### config.mk
export PLATFORM = sky130hd
export DESIGN_NAME = gap_junction_stimulus_gen
export DESIGN_NICKNAME = d
export VERILOG_FILES = /design/src/rtl/gap_junction_pkg.sv /design/src/rtl/gap_junction_pattern_gen.sv /design/src/rtl/gap_junction_stimulus_gen.sv
export SDC_FILE = /design/constraint.sdc
export NUM_CORES = 1
export LEC_CHECK = 0
export ABC_CLOCK_PERIOD_IN_PS = 3260
export BUFFER_PORTS_ARGS = -buffer_cell sky130_fd_sc_hd__buf_2
export CORE_UTILIZATION = 40
export CTS_CLUSTER_DIAMETER = 100
export DETAILED_ROUTE_END_ITERATION = 6
export PLACE_DENSITY_LB_ADDON = 0.12
export SETUP_SLACK_MARGIN = 0.15
export SLEW_MARGIN = 15
export SYNTH_ARGS = -nofsm -noshare
export SYNTH_HDL_FRONTEND = slang
export SYNTH_SLANG_ARGS = --single-unit
### constraint.sdc
create_clock -name clk -period 3.26 [get_ports clk]
set_clock_uncertainty 0.2 [all_clocks]
set_input_delay 0 -clock clk [delete_from_list [all_inputs] [get_ports clk]]
set_output_delay 0 -clock clk [all_outputs]
set_load 0.02 [all_outputs]
### src/rtl/gap_junction_pkg.sv
// Shared types and constants for the GapJunction input-stream generator.
package gap_junction_pkg;

  localparam int          AXIS_DATA_W       = 32;
  localparam int unsigned DEFAULT_FRAME_LEN = 216;

  typedef enum logic [2:0] {
    ST_WAIT,
    ST_SEND,
    ST_GAP,
    ST_DONE,
    ST_DONE_TO
  } state_t;

endpackage

### src/rtl/gap_junction_pattern_gen.sv
// Word/frame index counters for the stimulus pattern; always points at the
// next word to be loaded into the stream output register.
module gap_junction_pattern_gen
  import gap_junction_pkg::*;
#(
  parameter int unsigned            Frame_Length = DEFAULT_FRAME_LEN,
  parameter logic [AXIS_DATA_W-1:0] Data_Base    = 32'd12
) (
  input  logic                   clk,
  input  logic                   reset,
  input  logic                   advance,
  input  logic                   clear,
  output logic [AXIS_DATA_W-1:0] data,
  output logic                   last,
  output logic [31:0]            frame_idx
);

  localparam logic [15:0]            LAST_IDX   = 16'(Frame_Length - 1);
  localparam logic [AXIS_DATA_W-1:0] FRAME_STEP = AXIS_DATA_W'(Frame_Length);

  logic [15:0]            word_idx;
  logic [AXIS_DATA_W-1:0] frame_base;

  // frame_base tracks Data_Base + frame_idx*Frame_Length incrementally, so
  // no multiplier is needed and the value wraps mod 2^32 on its own.
  assign last = (word_idx == LAST_IDX);
  assign data = frame_base + {16'd0, word_idx};

  always_ff @(posedge clk or negedge reset) begin
    if (!reset) begin
      word_idx   <= '0;
      frame_idx  <= '0;
      frame_base <= Data_Base;
    end else if (advance) begin
      if (last) begin
        word_idx   <= '0;
        frame_idx  <= frame_idx + 32'd1;
        frame_base <= frame_base + FRAME_STEP;
      end else begin
        word_idx <= word_idx + 16'd1;
      end
    end else if (clear) begin
      word_idx   <= '0;
      frame_idx  <= '0;
      frame_base <= Data_Base;
    end
  end

endmodule

### src/rtl/gap_junction_stimulus_gen.sv
// AXI4-Stream master feeding fixed-length, patterned frames into the
// GapJunction core, with start delay, inter-frame gap and stall watchdog.
//
//   state      | meaning
//   -----------+--------------------------------------------------------
//   ST_WAIT    | start delay after reset, counts only while enable=1
//   ST_SEND    | TVALID high, one word per handshake
//   ST_GAP     | idle between frames; leaves when gap expired and enable=1
//   ST_DONE    | all frames sent, Done=1 until reset
//   ST_DONE_TO | watchdog fired, Timeout=1 until reset
module gap_junction_stimulus_gen
  import gap_junction_pkg::*;
#(
  parameter int unsigned            Frame_Length       = DEFAULT_FRAME_LEN,
  parameter int unsigned            Num_Frames         = 8,
  parameter int unsigned            Start_Delay        = 20,
  parameter int unsigned            Gap_Cycles         = 4,
  parameter logic [AXIS_DATA_W-1:0] Data_Base          = 32'd12,
  parameter logic [19:0]            Stop_Counter_Value = 20'd20000
) (
  input  logic                   clk,
  input  logic                   reset,
  input  logic                   enable,
  output logic                   input_r_TVALID_0,
  output logic                   input_r_TLAST_0,
  output logic [AXIS_DATA_W-1:0] input_r_TDATA_0,
  input  logic                   input_r_TREADY_0,
  output logic [15:0]            Frame_Counter,
  output logic                   Done,
  output logic                   Timeout
);

  state_t                 state_q, state_d;
  logic                   tvalid_q, tvalid_d;
  logic                   tlast_q, tlast_d;
  logic [AXIS_DATA_W-1:0] tdata_q, tdata_d;
  logic [15:0]            frame_cnt_q, frame_cnt_d;
  logic                   done_q, done_d;
  logic                   timeout_q, timeout_d;
  logic [31:0]            wait_cnt_q, wait_cnt_d;
  logic [31:0]            gap_cnt_q, gap_cnt_d;
  logic [19:0]            stall_cnt_q, stall_cnt_d;

  logic                   load;
  logic                   pg_clear;
  logic [AXIS_DATA_W-1:0] pg_data;
  logic                   pg_last;
  logic [31:0]            pg_frame_idx;
  logic                   handshake;

  gap_junction_pattern_gen #(
    .Frame_Length (Frame_Length),
    .Data_Base    (Data_Base)
  ) u_pattern (
    .clk       (clk),
    .reset     (reset),
    .advance   (load),
    .clear     (pg_clear),
    .data      (pg_data),
    .last      (pg_last),
    .frame_idx (pg_frame_idx)
  );

  assign handshake = tvalid_q && input_r_TREADY_0;

  always_comb begin
    state_d     = state_q;
    tvalid_d    = tvalid_q;
    tlast_d     = tlast_q;
    tdata_d     = tdata_q;
    frame_cnt_d = frame_cnt_q;
    done_d      = done_q;
    timeout_d   = timeout_q;
    wait_cnt_d  = wait_cnt_q;
    gap_cnt_d   = gap_cnt_q;
    stall_cnt_d = stall_cnt_q;
    load        = 1'b0;
    pg_clear    = 1'b0;

    case (state_q)
      ST_WAIT: begin
        pg_clear = 1'b1;
        if (enable) begin
          if (wait_cnt_q == Start_Delay) begin
            load     = 1'b1;
            tvalid_d = 1'b1;
            state_d  = ST_SEND;
          end else begin
            wait_cnt_d = wait_cnt_q + 32'd1;
          end
        end
      end

      ST_SEND: begin
        // pg_frame_idx has already stepped past the frame whose last word
        // is on the bus, so it equals the completed-frame count here.
        if (handshake) begin
          stall_cnt_d = '0;
          if (tlast_q) begin
            frame_cnt_d = frame_cnt_q + 16'd1;
            if (Num_Frames != 0 && pg_frame_idx == Num_Frames) begin
              tvalid_d = 1'b0;
              done_d   = 1'b1;
              state_d  = ST_DONE;
            end else if (Gap_Cycles != 0 || !enable) begin
              tvalid_d  = 1'b0;
              gap_cnt_d = 32'd1;
              state_d   = ST_GAP;
            end else begin
              load = 1'b1;
            end
          end else begin
            load = 1'b1;
          end
        end else if (stall_cnt_q == Stop_Counter_Value - 20'd1) begin
          tvalid_d  = 1'b0;
          timeout_d = 1'b1;
          state_d   = ST_DONE_TO;
        end else begin
          stall_cnt_d = stall_cnt_q + 20'd1;
        end
      end

      ST_GAP: begin
        if (gap_cnt_q >= Gap_Cycles) begin
          if (enable) begin
            load     = 1'b1;
            tvalid_d = 1'b1;
            state_d  = ST_SEND;
          end
        end else begin
          gap_cnt_d = gap_cnt_q + 32'd1;
        end
      end

      ST_DONE, ST_DONE_TO: ;

      default: state_d = ST_WAIT;
    endcase

    if (load) begin
      tdata_d = pg_data;
      tlast_d = pg_last;
    end
  end

  always_ff @(posedge clk or negedge reset) begin
    if (!reset) begin
      state_q     <= ST_WAIT;
      tvalid_q    <= 1'b0;
      tlast_q     <= 1'b0;
      tdata_q     <= '0;
      frame_cnt_q <= '0;
      done_q      <= 1'b0;
      timeout_q   <= 1'b0;
      wait_cnt_q  <= '0;
      gap_cnt_q   <= '0;
      stall_cnt_q <= '0;
    end else begin
      state_q     <= state_d;
      tvalid_q    <= tvalid_d;
      tlast_q     <= tlast_d;
      tdata_q     <= tdata_d;
      frame_cnt_q <= frame_cnt_d;
      done_q      <= done_d;
      timeout_q   <= timeout_d;
      wait_cnt_q  <= wait_cnt_d;
      gap_cnt_q   <= gap_cnt_d;
      stall_cnt_q <= stall_cnt_d;
    end
  end

  assign input_r_TVALID_0 = tvalid_q;
  assign input_r_TLAST_0  = tlast_q;
  assign input_r_TDATA_0  = tdata_q;
  assign Frame_Counter    = frame_cnt_q;
  assign Done             = done_q;
  assign Timeout          = timeout_q;

endmodule
* After elaboration in Yosys (flattened, before gate mapping)
Cells that the tools add are included.
** Word-level totals
- Register bits :: 219
- Input port bits :: 4
- Word-level logic and storage cells :: 101
- Output and inout bits :: 52
** Cells by class
- Equality and inequality tests :: 20
- Order comparisons :: 1
- Add/subtract/negate cells :: 8
- Muxes and demuxes :: 41
- Reductions and logical operators :: 15
- Bitwise operators :: 3
** Operators with widths (number)
- 32-bit two-way mux :: 10
- 32-bit by 1-bit adder with 32-bit output (second input constant) :: 3
- 32-bit case mux with 2 select lines :: 1
- 16-bit two-way mux :: 3
- 20-bit two-way mux :: 2
- 16-bit by 1-bit adder with 16-bit output (second input constant) :: 2
- 32-bit by 16-bit adder with 32-bit output :: 1
- 32-bit by 8-bit adder with 32-bit output (second input constant) :: 1
- 32-bit by 4-bit equality test with 1-bit output (second input constant) :: 1
- 32-bit by 5-bit equality test with 1-bit output (second input constant) :: 1
- 32-bit by 3-bit >= comparator with 1-bit output (second input constant) :: 1
- 3-bit two-way mux :: 7
- 20-bit by 1-bit adder with 20-bit output (second input constant) :: 1
- 20-bit by 15-bit equality test with 1-bit output (second input constant) :: 1
- 2-bit inequality test (second input constant) :: 9
- 16-bit by 8-bit equality test with 1-bit output (second input constant) :: 1
- 1-bit two-way mux :: 15
- 7-bit AND reduction :: 2
- 3-bit case mux with 4 select lines :: 1
- 3-bit AND reduction :: 3
- 3-bit by 2-bit equality test with 1-bit output (second input constant) :: 2
- 3-bit inequality test (second input constant) :: 2
- 1-bit case mux with 3 select lines :: 2
- 5-bit AND reduction :: 1
- other kinds (11) :: 15

* Longest topological paths before layout
- Word-level depth :: 6
- Mapped depth :: 11
- Depth with buffers taken out :: 9

* Modules after synthesis
From an unflattened synthesis, not the netlist that was laid out.
** Unflattened totals
- Cell total of the unflattened synthesis :: 1085
- Area total of the unflattened synthesis :: 11083.1 µm²
** Modules (own cells, without submodules)
- gap_junction_stimulus_gen :: area each 6063.3 µm², times used 1, cells an instance 521
- gap_junction_pattern_gen :: area each 5019.8 µm², times used 1, cells an instance 564

* Worst setup path after synthesis
OpenSTA, ideal clock, no wires.
- Kind :: reg-to-reg
- Start :: register u_pattern.frame_base[3]
- End :: register tdata_q[17], in the netlist input_r_TDATA_0[17]
- Buffers on the path :: 1
- Slack :: 463 ps
- Library setup time :: 83 ps
- Arrival :: 2514 ps
- Stages on the path, launching flop included :: 10
- Cell sequence :: dfstp_2 ha_1 a21oi_1 o211ai_1 o221a_2 o21ai_1 clkbuf_1 a211oi_1 xnor2_1 o21ai_0
** Between the ends
- Cells in the longest elaborated chain, start to end :: 1
** Ends and longest elaborated chain
- from (decl) :: RTL line gap_junction_pattern_gen.sv:22 : logic [AXIS_DATA_W-1:0] frame_base;
- from (signal assigned) :: RTL line gap_junction_pattern_gen.sv:33 : frame_base <= Data_Base;
- from (signal assigned) :: RTL line gap_junction_pattern_gen.sv:38 : frame_base <= frame_base + FRAME_STEP;
- from (signal assigned) :: RTL line gap_junction_pattern_gen.sv:45 : frame_base <= Data_Base;
- 32-bit by 16-bit adder with 32-bit output :: RTL line gap_junction_pattern_gen.sv:27 : assign data = frame_base + {16'd0, word_idx};
- to (signal assigned) :: RTL line gap_junction_stimulus_gen.sv:163 : tdata_q <= tdata_d;
- to (decl) :: RTL line gap_junction_stimulus_gen.sv:36 : logic [AXIS_DATA_W-1:0] tdata_q, tdata_d;
No other way between the ends.
A chain may end at the register's enable or synchronous reset.

* Worst setup path in the final report
- Start :: register state_q[2]
- End :: register u_pattern.frame_base[25]
** Between the ends
- Cells in the longest elaborated chain, start to end :: 4
- Elaborated cells between the ends (all ways) :: 9
** Ends and longest elaborated chain
- from (decl) :: RTL line gap_junction_stimulus_gen.sv:33 : state_t state_q, state_d;
- from (signal assigned) :: RTL line gap_junction_stimulus_gen.sv:160 : state_q <= state_d;
- 3-bit by 2-bit equality test with 1-bit output, or another cell as far along :: RTL line gap_junction_stimulus_gen.sv:80 : case (state_q)
- 1-bit case mux with 3 select lines or 1-bit two-way mux (tied branches) :: RTL line gap_junction_stimulus_gen.sv:80
- 2-bit by 1-bit inequality test with 1-bit output (no line) or 2-bit nonzero test (tied branches)
- 2-bit AND reduction (no line)
Several ways; a longest one is shown, not always the timed one.

==> results.json <==
{
  "status": "finished, final reports clean",
  "grt_overflow": 0,
  "gp_congestion": 0.8089,
  "p_int_uw": 4411,
  "final_util_pct": 47.11,
  "setup.worst_path.start_class": "flop",
  "power_density_nw_per_um2": 445.9,
  "clkLatencyLatePin_ps": 530,
  "ir_worst_vdd_uv": 343.7,
  "max_slew.worst_pin.slew_ps": 727.3,
  "worst_r2r_startpoint": "state_q[2]",
  "r2r_cells": 7,
  "core.rowCount": 60,
  "switchingPower_uw": 1234,
  "seq_area_frac_synth_pct": 49.83,
  "design.core.area_sq_um": 26880,
  "grt_pass1_vias": 8310,
  "final_cell_mix": "215 x dfrtp_1, 117 x nand2_1, 92 x nor2_1",
  "worst_hold_slack_ps": 263.9,
  "ios": 56,
  "min_from": "input_r_TDATA_0[1]",
  "rsz0062_at_grt": "true",
  "drive_above_1_share_pct": 12.38,
  "async_flop_share_pct": 100.0,
  "drv_cap": 0,
  "numPlacedInstances": 1535,
  "crit_path_end_kind": "flop",
  "combPwrFrac_pct": 3.0,
  "min_to": "input_r_TDATA_0[1]",
  "leakage_uw": 0.005657,
  "cts_tree": "done",
  "fin_cells": 1585,
  "clk_pin_slew_ps": 60,
  "setup_tns_ps": 0,
  "firstDrtPassIters": 7,
  "grt.total_usage_pct": 18.34,
  "finalHoldViolCount": 0,
  "period_share_pct": 90.47,
  "nets": 1259,
  "mappedNetlistArea_sq_um": 10900,
  "pwr-share-seq_pct": 49.2,
  "diodes": 0,
  "drt-total-wl_um": 25260,
  "initial_core_util_pct": 40.57,
  "yosys_warnings": 0,
  "synthFlopType": "dfrtp_1",
  "cts_root_buffer": "clkbuf_16",
  "num_vias": 8761,
  "slew-limit-headroom_pct": 51.07,
  "syn_area_per_cell_sq_um": 9.481,
  "area_delta_synth_final_pct": 16.12,
  "dp_hpwl_um": 17170,
  "ys_seq_elements": 217,
  "fmax_ghz": 0.3390,
  "grt_max_degree": 87,
  "clockPowerShare_pct": 47.9,
  "drc_errors": 0,
  "clock_path_buffers": 3,
  "die_w_um": 167.1,
  "r2r_slack_ps": 310,
  "worstPathRequired_ps": 3510,
  "clock-sinks": 217,
  "io_buffers": 55,
  "synth-edff-count": 0,
  "finalCriticalPeriod_ps": 2949,
  "finalMaxSlewViolations": 0,
  "final_common_cell": "dfrtp_1",
  "drtIter0Drc": 539,
  "setup_violations": 0,
  "synth.distinct_cells": 56,
  "synthesis.nets": 1178,
  "grt_pass1_wl_um": 42640,
  "numCtsBuffers": 25,
  "fp.dieArea_sq_um": 27920,
  "worst-setup-path-type": "reg2reg",
  "dieHeight_um": 167.1,
  "vias_per_cell": 5.527,
  "antenna_found_initial": 0,
  "r2r_end": "u_pattern.frame_base[25]",
  "p_sw_share_pct": 21.86,
  "cts-htree-levels": 1,
  "wl_per_cell_um": 15.94,
  "cp_max_fo": 6,
  "holdPathStages": 2,
  "ant_nets": 0,
  "arrival_ps": 3200,
  "hp-class": "reg2reg",
  "synthCells": 1150
}
[cell usage after synthesis (2+ instances only)]
library cell | number | area share (%)
dfrtp_1 | 215 | 49
nand2_1 | 119 | 4.1
nor2_1 | 93 | 3.2
o21ai_0 | 87 | 4.0
xnor2_1 | 81 | 6.5
nand3_1 | 47 | 2.2
a21oi_1 | 45 | 2.1
nor3_1 | 42 | 1.9
nand4_1 | 37 | 2.1
inv_1 | 36 | 1.2
and3_1 | 32 | 1.8
clkbuf_1 | 32 | 1.1
nor4_1 | 32 | 1.8
or3_1 | 27 | 1.5
ha_1 | 24 | 2.8
nor2b_1 | 23 | 1.3
a31oi_1 | 22 | 1.3
xor2_1 | 21 | 1.7
a211oi_1 | 16 | 1.1
o31ai_1 | 11 | 0.76
a21o_1 | 9 | 0.62
and2_1 | 9 | 0.52
nand2b_1 | 8 | 0.46
buf_1 | 7 | 0.24
nor4b_1 | 7 | 0.56
or4_1 | 7 | 0.48
a2111oi_0 | 6 | 0.48
or2_2 | 6 | 0.34
buf_2 | 3 | 0.14
mux2_2 | 3 | 0.31
o2111ai_1 | 3 | 0.24
o211a_1 | 3 | 0.28
o21a_1 | 3 | 0.21
or4_4 | 3 | 0.31
a221o_1 | 2 | 0.18
a22o_1 | 2 | 0.16
a311oi_1 | 2 | 0.16
a31o_2 | 2 | 0.16
a41o_1 | 2 | 0.18
and4_1 | 2 | 0.16
dfstp_2 | 2 | 0.48
o21ai_1 | 2 | 0.092
o31a_1 | 2 | 0.16
[kinds of logic after synthesis]
| logic type | share of synthesized area (%) |
|---|---|
| compound gates | 12.77 |
| flops | 49.83 |
| simple gates | 23.42 |
| mux | 0.3098 |
| fa+ha+maj | 2.754 |
| xor+xnor | 8.194 |
| buf+inv | 2.720 |
[area by class of cell]
cell class | count | area [sq um]
multi-input cells | 855 | 5235
inverters | 36 | 135.1
well taps | 341 | 426.7
flip-flops and latches | 217 | 5433
fillers | 2553 | 14210
clock inverters | 8 | 90.09
repair buffers | 96 | 659.4
clock buffers | 32 | 681.9
[worst max-delay path, cell delays in order, from the launching register on]
cell      delay, ps
dfrtp_1         420
nand2b_1        240
nor4_1          640
buf_4           260
a31oi_4          60
or4_4           600
or3_1           320
a21oi_1         150
[worst max-delay path by stage]
stage	from	endpoint	slack [ps]
6_report	state_q[2]	u_pattern.frame_base[25]	310
5_1_grt	u_pattern.word_idx[6]	input_r_TDATA_0[21]	80
4_1_cts	u_pattern.word_idx[11]	u_pattern.frame_base[30]	160
3_5_place_dp	wait_cnt_q[9]	u_pattern.frame_idx[31]	120
3_3_place_gp	wait_cnt_q[0]	u_pattern.frame_idx[27]	150
2_1_floorplan	u_pattern.frame_base[3]	input_r_TDATA_0[17]	460
[power by group through the flow]
stage / Clock, uW / Combinational [uW] / Sequential, uW
finish: 2700 / 167 / 2780
global route: 2880 / 200 / 2780
CTS: 2790 / 175 / 2770
detailed placement: 0 / 170 / 2820
global placement: 0 / 168 / 2820
floorplan: 0 / 84.0 / 2810
[timing repair]
action,CTS,global route
resized for setup,0,9
pin swaps,1,1
endpoints found under the setup margin,2,35
gates cloned,0,0
hold endpoints to repair,281,0
buffers inserted,2,3
hold buffers,5,0
[registers in the layout (all words and copies together), names as in the netlist]
name                  cells
gap_cnt_q                32
u_pattern.word_idx       16
wait_cnt_q               32
input_r_TVALID_0          1
u_pattern.frame_base     30
Timeout                   1
u_pattern.frame_idx      32
Done                      1
stall_cnt_q              20
Frame_Counter            16
state_q                   3
input_r_TDATA_0          32
input_r_TLAST_0           1
[per-stage QoR]
step | setup WS [ps] | power (uW) | cell area (sq um)
final | 310.5 | 5645 | 12660
after global placement | 152.2 | 2989 | 11770
after floorplan | 463.3 | 2898 | 10900
after CTS | 155.9 | 5737 | 12610
after detailed placement | 117.3 | 2992 | 11770
after global routing | 78.92 | 5855 | 12660
[per-layer routing]
metal  part of all wire (%)  track usage (%)  up-vias
li1                       -                -     4293
met1                     50            27.12     4249
met2                     43            27.41      157
met3                    3.8            2.883       62
met4                    2.7            5.837        0
met5                      0                0        -
(Power assumes the default switching activity.)
